===== src/rtl/pool_engine.sv =====
// pool_engine: 2x2 stride-2 max/avg pooling, DRAM in, DRAM out.
// Define POOL_AVG_EN to add average pooling (mode bit0).
module pool_engine #(
  parameter int DATA_WIDTH = 32,
  parameter int ADDR_WIDTH = 18,
  parameter int DIM_WIDTH  = 8,
  parameter int PARAM_BASE = 0,
  parameter int OFMAP_BASE = 65536,
  parameter int IFMAP_BASE = 131072
) (
  input  logic                  clk,
  input  logic                  srstn,
  input  logic                  enable,
  input  logic                  dram_valid,
  input  logic [DATA_WIDTH-1:0] data_in,
  output logic [ADDR_WIDTH-1:0] addr_in,
  output logic                  dram_en_rd,
  output logic [DATA_WIDTH-1:0] data_out,
  output logic [ADDR_WIDTH-1:0] addr_out,
  output logic                  dram_en_wr,
  output logic                  done
);

  typedef enum logic [2:0] {
    IDLE, LD_PARAM, POOL, DRAIN, DONE
  } state_t;

  state_t                state;
  logic [1:0]            pcnt;
  logic [1:0]            sub;
  logic [DIM_WIDTH-1:0]  w, h, d;
  logic [DIM_WIDTH-1:0]  bx, by, z;
  logic                  sgn;
  logic [ADDR_WIDTH-1:0] row_base;
  logic [ADDR_WIDTH-1:0] ocnt;
  logic [DATA_WIDTH-1:0] p0, p1, p2;

  logic [ADDR_WIDTH-1:0] w_a, row_step, pix_addr;
  logic [DIM_WIDTH:0]    bx3, by3;
  logic                  last_col, last_row, last_plane;
  logic                  degen;
  logic [DATA_WIDTH-1:0] m01, m23, mx, res;

  assign w_a      = ADDR_WIDTH'(w);
  assign row_step = w_a + w_a;
  assign bx3      = {1'b0, bx} + (DIM_WIDTH+1)'(3);
  assign by3      = {1'b0, by} + (DIM_WIDTH+1)'(3);
  assign last_col   = bx3 >= {1'b0, w};
  assign last_row   = by3 >= {1'b0, h};
  assign last_plane = z == d - DIM_WIDTH'(1);
  assign degen = (w < DIM_WIDTH'(2)) ||
                 (h < DIM_WIDTH'(2)) ||
                 (d == '0);

  // sub bit0 steps the column, bit1 steps one row down
  assign pix_addr = row_base + ADDR_WIDTH'(bx) +
                    ADDR_WIDTH'(sub[0]) +
                    (sub[1] ? w_a : '0);

  always_comb begin
    addr_in    = '0;
    dram_en_rd = 1'b0;
    if (state == LD_PARAM) begin
      addr_in    = ADDR_WIDTH'(PARAM_BASE) + ADDR_WIDTH'(pcnt);
      dram_en_rd = 1'b1;
    end else if (state == POOL) begin
      addr_in    = pix_addr;
      dram_en_rd = 1'b1;
    end
  end

  function automatic logic gt(
    input logic [DATA_WIDTH-1:0] a,
    input logic [DATA_WIDTH-1:0] b,
    input logic                  s
  );
    return s ? ($signed(a) > $signed(b)) : (a > b);
  endfunction

  assign m01 = gt(p1, p0, sgn) ? p1 : p0;
  assign m23 = gt(data_in, p2, sgn) ? data_in : p2;
  assign mx  = gt(m23, m01, sgn) ? m23 : m01;

`ifdef POOL_AVG_EN
  logic                  avg;
  logic [DATA_WIDTH+1:0] sum;

  function automatic logic [DATA_WIDTH+1:0] ext(
    input logic [DATA_WIDTH-1:0] a,
    input logic                  s
  );
    return {{2{s & a[DATA_WIDTH-1]}}, a};
  endfunction

  assign sum = ext(p0, sgn) + ext(p1, sgn) +
               ext(p2, sgn) + ext(data_in, sgn);
  // low bits of sum>>2 are the same for arithmetic and logical shift
  assign res = avg ? sum[DATA_WIDTH+1:2] : mx;
`else
  assign res = mx;
`endif

  always_ff @(posedge clk) begin
    if (!srstn) begin
      state      <= IDLE;
      pcnt       <= '0;
      sub        <= '0;
      w          <= '0;
      h          <= '0;
      d          <= '0;
      bx         <= '0;
      by         <= '0;
      z          <= '0;
      sgn        <= 1'b0;
      row_base   <= '0;
      ocnt       <= '0;
      p0         <= '0;
      p1         <= '0;
      p2         <= '0;
      data_out   <= '0;
      addr_out   <= '0;
      dram_en_wr <= 1'b0;
      done       <= 1'b0;
`ifdef POOL_AVG_EN
      avg        <= 1'b0;
`endif
    end else begin
      dram_en_wr <= 1'b0;
      done       <= 1'b0;
      unique case (state)
        IDLE: begin
          if (enable) begin
            state <= LD_PARAM;
            pcnt  <= '0;
          end
        end
        LD_PARAM: begin
          if (dram_valid) begin
            pcnt <= pcnt + 2'd1;
            unique case (pcnt)
              2'd0: w <= data_in[DIM_WIDTH-1:0];
              2'd1: h <= data_in[DIM_WIDTH-1:0];
              2'd2: d <= data_in[DIM_WIDTH-1:0];
              default: begin
                sgn      <= data_in[1];
`ifdef POOL_AVG_EN
                avg      <= data_in[0];
`endif
                sub      <= '0;
                bx       <= '0;
                by       <= '0;
                z        <= '0;
                ocnt     <= '0;
                row_base <= ADDR_WIDTH'(IFMAP_BASE);
                if (degen) begin
                  state <= DONE;
                  done  <= 1'b1;
                end else begin
                  state <= POOL;
                end
              end
            endcase
          end
        end
        POOL: begin
          if (dram_valid) begin
            sub <= sub + 2'd1;
            unique case (sub)
              2'd0: p0 <= data_in;
              2'd1: p1 <= data_in;
              2'd2: p2 <= data_in;
              default: begin
                data_out   <= res;
                addr_out   <= ADDR_WIDTH'(OFMAP_BASE) + ocnt;
                dram_en_wr <= 1'b1;
                ocnt       <= ocnt + ADDR_WIDTH'(1);
                if (!last_col) begin
                  bx <= bx + DIM_WIDTH'(2);
                end else begin
                  bx <= '0;
                  if (!last_row) begin
                    by       <= by + DIM_WIDTH'(2);
                    row_base <= row_base + row_step;
                  end else begin
                    // skip the unread odd row to reach the next plane
                    by       <= '0;
                    z        <= z + DIM_WIDTH'(1);
                    row_base <= row_base + row_step +
                                (h[0] ? w_a : '0);
                    if (last_plane) state <= DRAIN;
                  end
                end
              end
            endcase
          end
        end
        DRAIN: begin
          state <= DONE;
          done  <= 1'b1;
        end
        DONE: state <= IDLE;
        default: state <= IDLE;
      endcase
    end
  end

endmodule


===== config.mk =====
export PLATFORM = sky130hd
export DESIGN_NAME = pool_engine
export DESIGN_NICKNAME = d
export VERILOG_FILES = /design/src/rtl/pool_engine.sv
export SDC_FILE = /design/constraint.sdc
export NUM_CORES = 1
export LEC_CHECK = 0
export CAP_MARGIN = 20
export CORE_ASPECT_RATIO = 0.8
export CORE_MARGIN = 5
export CORE_UTILIZATION = 55
export DETAILED_ROUTE_END_ITERATION = 7
export MAX_ROUTING_LAYER = met4
export PLACE_DENSITY = 0.75
export SETUP_SLACK_MARGIN = 0.5
export SLEW_MARGIN = 20
export SYNTH_ARGS = -nofsm -noshare
export SYNTH_HDL_FRONTEND = slang
export SYNTH_SLANG_ARGS = --single-unit
export TNS_END_PERCENT = 50

===== constraint.sdc =====
create_clock -name clk -period 6.7 [get_ports clk]
set_input_delay 1.34 -clock clk [delete_from_list [all_inputs] [get_ports clk]]
set_output_delay 1.34 -clock clk [all_outputs]
set_load 0.01 [all_outputs]

==> impl_metrics.json <==
{
  "status": "finished clean",
  "synth_adder_area_share": 0.1193,
  "diodes": 0,
  "gr-total-overflow": 0,
  "post-route-period-util": 0.8946,
  "dp.final_hpwl_microns": 38730,
  "ff2ff_setup_slack_ns": 1.24,
  "r2r.worst_path.cells": 20,
  "multiInputGateArea_sq_um": 11910,
  "synthArstFlopShare": 0,
  "timing.rr.start": "p0[5]$_SDFFE_PN0P_",
  "drive_above_1_share": 0.08913,
  "power_density_nw_per_um2": 166.1,
  "grt_pass1_wl_microns": 89120,
  "dr.first_iter.drc_count": 2006,
  "synth_top_family_by_area": "compound AO/OA/AOI/OAI gates",
  "critPathLaunch": "data_in[11]",
  "ys_types": 78,
  "core_area_sq_um": 32260,
  "clk_pin_slew_worst_paths_ns": 0.06,
  "hold_viol": 0,
  "grt_max_degree": 95,
  "synthCells": 2313,
  "final.fill_count": 2824,
  "ys.flop_type": "dfxtp_1",
  "critPathCaptureType": "register",
  "cts_max_level": 1,
  "die-area_sq_um": 36140,
  "drc": 0,
  "leakagePower_nw": 7.667,
  "dp_slack_ns": 0.2107,
  "fp.dieH_microns": 171.0,
  "first_global_vias": 16780,
  "final_antenna_net_count": 0,
  "tns_ns": 0,
  "yosys.area_share.simple": 0.2306,
  "timing.final.ws_setup_ns": 0.7059,
  "area_growth_pct": 13.40,
  "dpl_cell_area_sq_um": 19240,
  "syn_avg_cell_area_sq_um": 7.708,
  "worstSkewPairLatency_ns": 0.57,
  "cts_buffers": 27,
  "ys_seq_area_frac": 0.2672,
  "slew_headroom": 0.2768,
  "startpoint_type": "primary input",
  "vias": 17650,
  "ioPinCount": 107,
  "synthesis.area_sq_um": 17830,
  "cts_root_buf": "clkbuf_16",
  "synth_compound_area_frac": 0.2667,
  "antenna_found_initial": 0,
  "rows": 59,
  "gp_congestion": 0.9523,
  "holdCritPathClass": "reg -> reg",
  "synthMuxAreaShare": 0.004492,
  "tritoncts": "built",
  "hold_start": "addr_out[1]$_SDFFE_PN0P_",
  "finClkSkew_ns": 0.009982,
  "worst_pin_slew_ns": 1.080,
  "die_w_microns": 211.3,
  "dr.pass1.iters": 6,
  "maxCapViolCount": 0,
  "io_buffers": 106,
  "worst_r2r_endpoint": "data_out[7]$_SDFFE_PN0P_",
  "final_area_sq_um": 20220,
  "hold_end": "addr_out[1]$_SDFFE_PN0P_",
  "totalWireLength_microns": 55060,
  "clockBufferDepth": 3,
  "ir_drop_v": 0.0001406,
  "finalMaxSlewViolations": 0,
  "ys.warnings.count": 0,
  "clock_sinks": 238,
  "synth-edff-count": 0,
  "wl_per_cell_microns": 19.78,
  "mostFrequentLayoutCells": "377 x nand2_1, 238 x dfxtp_1, 186 x nand3_1",
  "nets": 2536,
  "synth_nets": 2513,
  "critPathMaxFanout": 32,
  "cts_hold_buf": 0,
  "worstSetupPathType": "in -> reg",
  "ys_ff_latch": 238,
  "vias_per_cell": 6.344,
  "hold_depth": 2,
  "regArea_sq_um": 4765,
  "grt_usage": 0.3052,
  "arrival_ns": 6.47,
  "setup-violations-final": 0,
  "min_period_ns": 5.994,
  "synth_xor_area_frac": 0.03979,
  "layout_commonest_cell": "nand2_1",
  "fmax_mhz": 166.8,
  "power_w": 0.003359,
  "cp.required_ns": 7.18,
  "start_util": 0.5527,
  "rsz0062_at_grt": "no"
}
## worst max-delay path, stage by stage
cell,delay (ns)
clkdlybuf4s50_1,0.61
ha_1,0.42
nand4_1,0.16
or4_1,0.58
or2_1,0.27
buf_12,0.19
nand3_1,0.11
a21oi_1,0.07
a41o_1,0.21
a211oi_1,0.31
inv_1,0.10
ha_1,0.33
a21o_1,0.19
a21o_1,0.17
a21oi_1,0.19
o211ai_1,0.12
a211oi_1,0.25
o22ai_1,0.15
nand2b_1,0.17
buf_4,0.27
o221ai_1,0.24
## flip-flops by register name, summed over array words and instances, names as in the netlist
name	flops
addr_out	18
bx	7
by	7
d	8
data_out	32
done	1
dram_en_wr	1
h	8
ocnt	18
p0	32
p1	32
p2	32
pcnt	2
row_base	18
sgn	1
state	3
sub	2
w	8
z	8
## logic make-up (layout without fill, tap and decap cells)
logic type / count (synthesis) / after routing
compound gates: 660 / 660
xor+xnor: 81 / 81
fa+ha+maj: 164 / 164
buf+inv: 311 / 354
flops: 238 / 238
mux: 8 / 8
simple gates: 851 / 851
## metrics by stage
stage	hold WS, ns	cells	utilization
6_report	0.4645	2783	0.6267
5_1_grt	0.4925	2783	0.6267
4_1_cts	0.4673	2783	0.6248
3_5_place_dp	0.4586	2734	0.5964
3_3_place_gp	0.4540	2734	0.5964
2_1_floorplan	0.4435	2313	-
## how the worst max path moves through the flow
stage / depth (start not counted) / end / slack, ns
floorplan: 23 / data_out[10]$_SDFFE_PN0P_ / 1.33
global placement: 21 / data_out[10]$_SDFFE_PN0P_ / 0.39
detailed placement: 21 / data_out[7]$_SDFFE_PN0P_ / 0.21
CTS: 13 / addr_in[10] / 0.55
global route: 13 / addr_in[10] / 0.45
finish: 21 / data_out[7]$_SDFFE_PN0P_ / 0.71
## report_power, final
part	internal, W	switching, W
clock	0.000901	0.000646
sequential	0.00142	0.0000163
combinational	0.000153	0.000219
## cell usage after synthesis, drive strengths merged (10+ instances only)
| cell type | n | share of area |
|---|---|---|
| a21oi | 135 | 0.038 |
| buf | 40 | 0.015 |
| dfxtp | 238 | 0.27 |
| and3 | 11 | 0.0039 |
| nand3 | 220 | 0.071 |
| fa | 10 | 0.011 |
| ha | 154 | 0.11 |
| xor2 | 36 | 0.018 |
| a21o | 23 | 0.0097 |
| a211oi | 73 | 0.042 |
| inv | 144 | 0.030 |
| or3 | 12 | 0.0042 |
| a21boi | 145 | 0.061 |
| xnor2 | 45 | 0.022 |
| nor3 | 18 | 0.0053 |
| nand2 | 379 | 0.080 |
| o221ai | 32 | 0.016 |
| nand4 | 39 | 0.014 |
| nor2b | 18 | 0.0063 |
| and2 | 16 | 0.0056 |
| o21ai | 123 | 0.035 |
| nor2 | 86 | 0.018 |
| clkbuf | 126 | 0.027 |
| a41o | 65 | 0.036 |
## metal layers
layer | vias up | global-route usage | routed length [microns]
met5 | - | - | 0
li1 | 8329 | - | -
met2 | 765 | 0.4573 | 24060
met3 | 120 | 0.04198 | 4542
met1 | 8440 | 0.4314 | 24670
met4 | 0 | 0.08959 | 1782
## layout make-up
| class | instances | share of cell area |
|---|---|---|
| well taps | 427 | 0.02643 |
| inverters | 145 | 0.02711 |
| repair buffers | 160 | 0.07674 |
| clock buffers | 36 | 0.03707 |
| multi-input cells | 1764 | 0.5893 |
| clock inverters | 13 | 0.007674 |
| flip-flops and latches | 238 | 0.2357 |
## repair_timing
item	4_1_cts	5_1_grt
gates cloned	0	0
setup buffers	0	0
resized for setup	2	13
setup endpoints to repair	8	38
endpoints found under the hold margin	0	0
No activity file was read; power rests on OpenSTA's default activity.
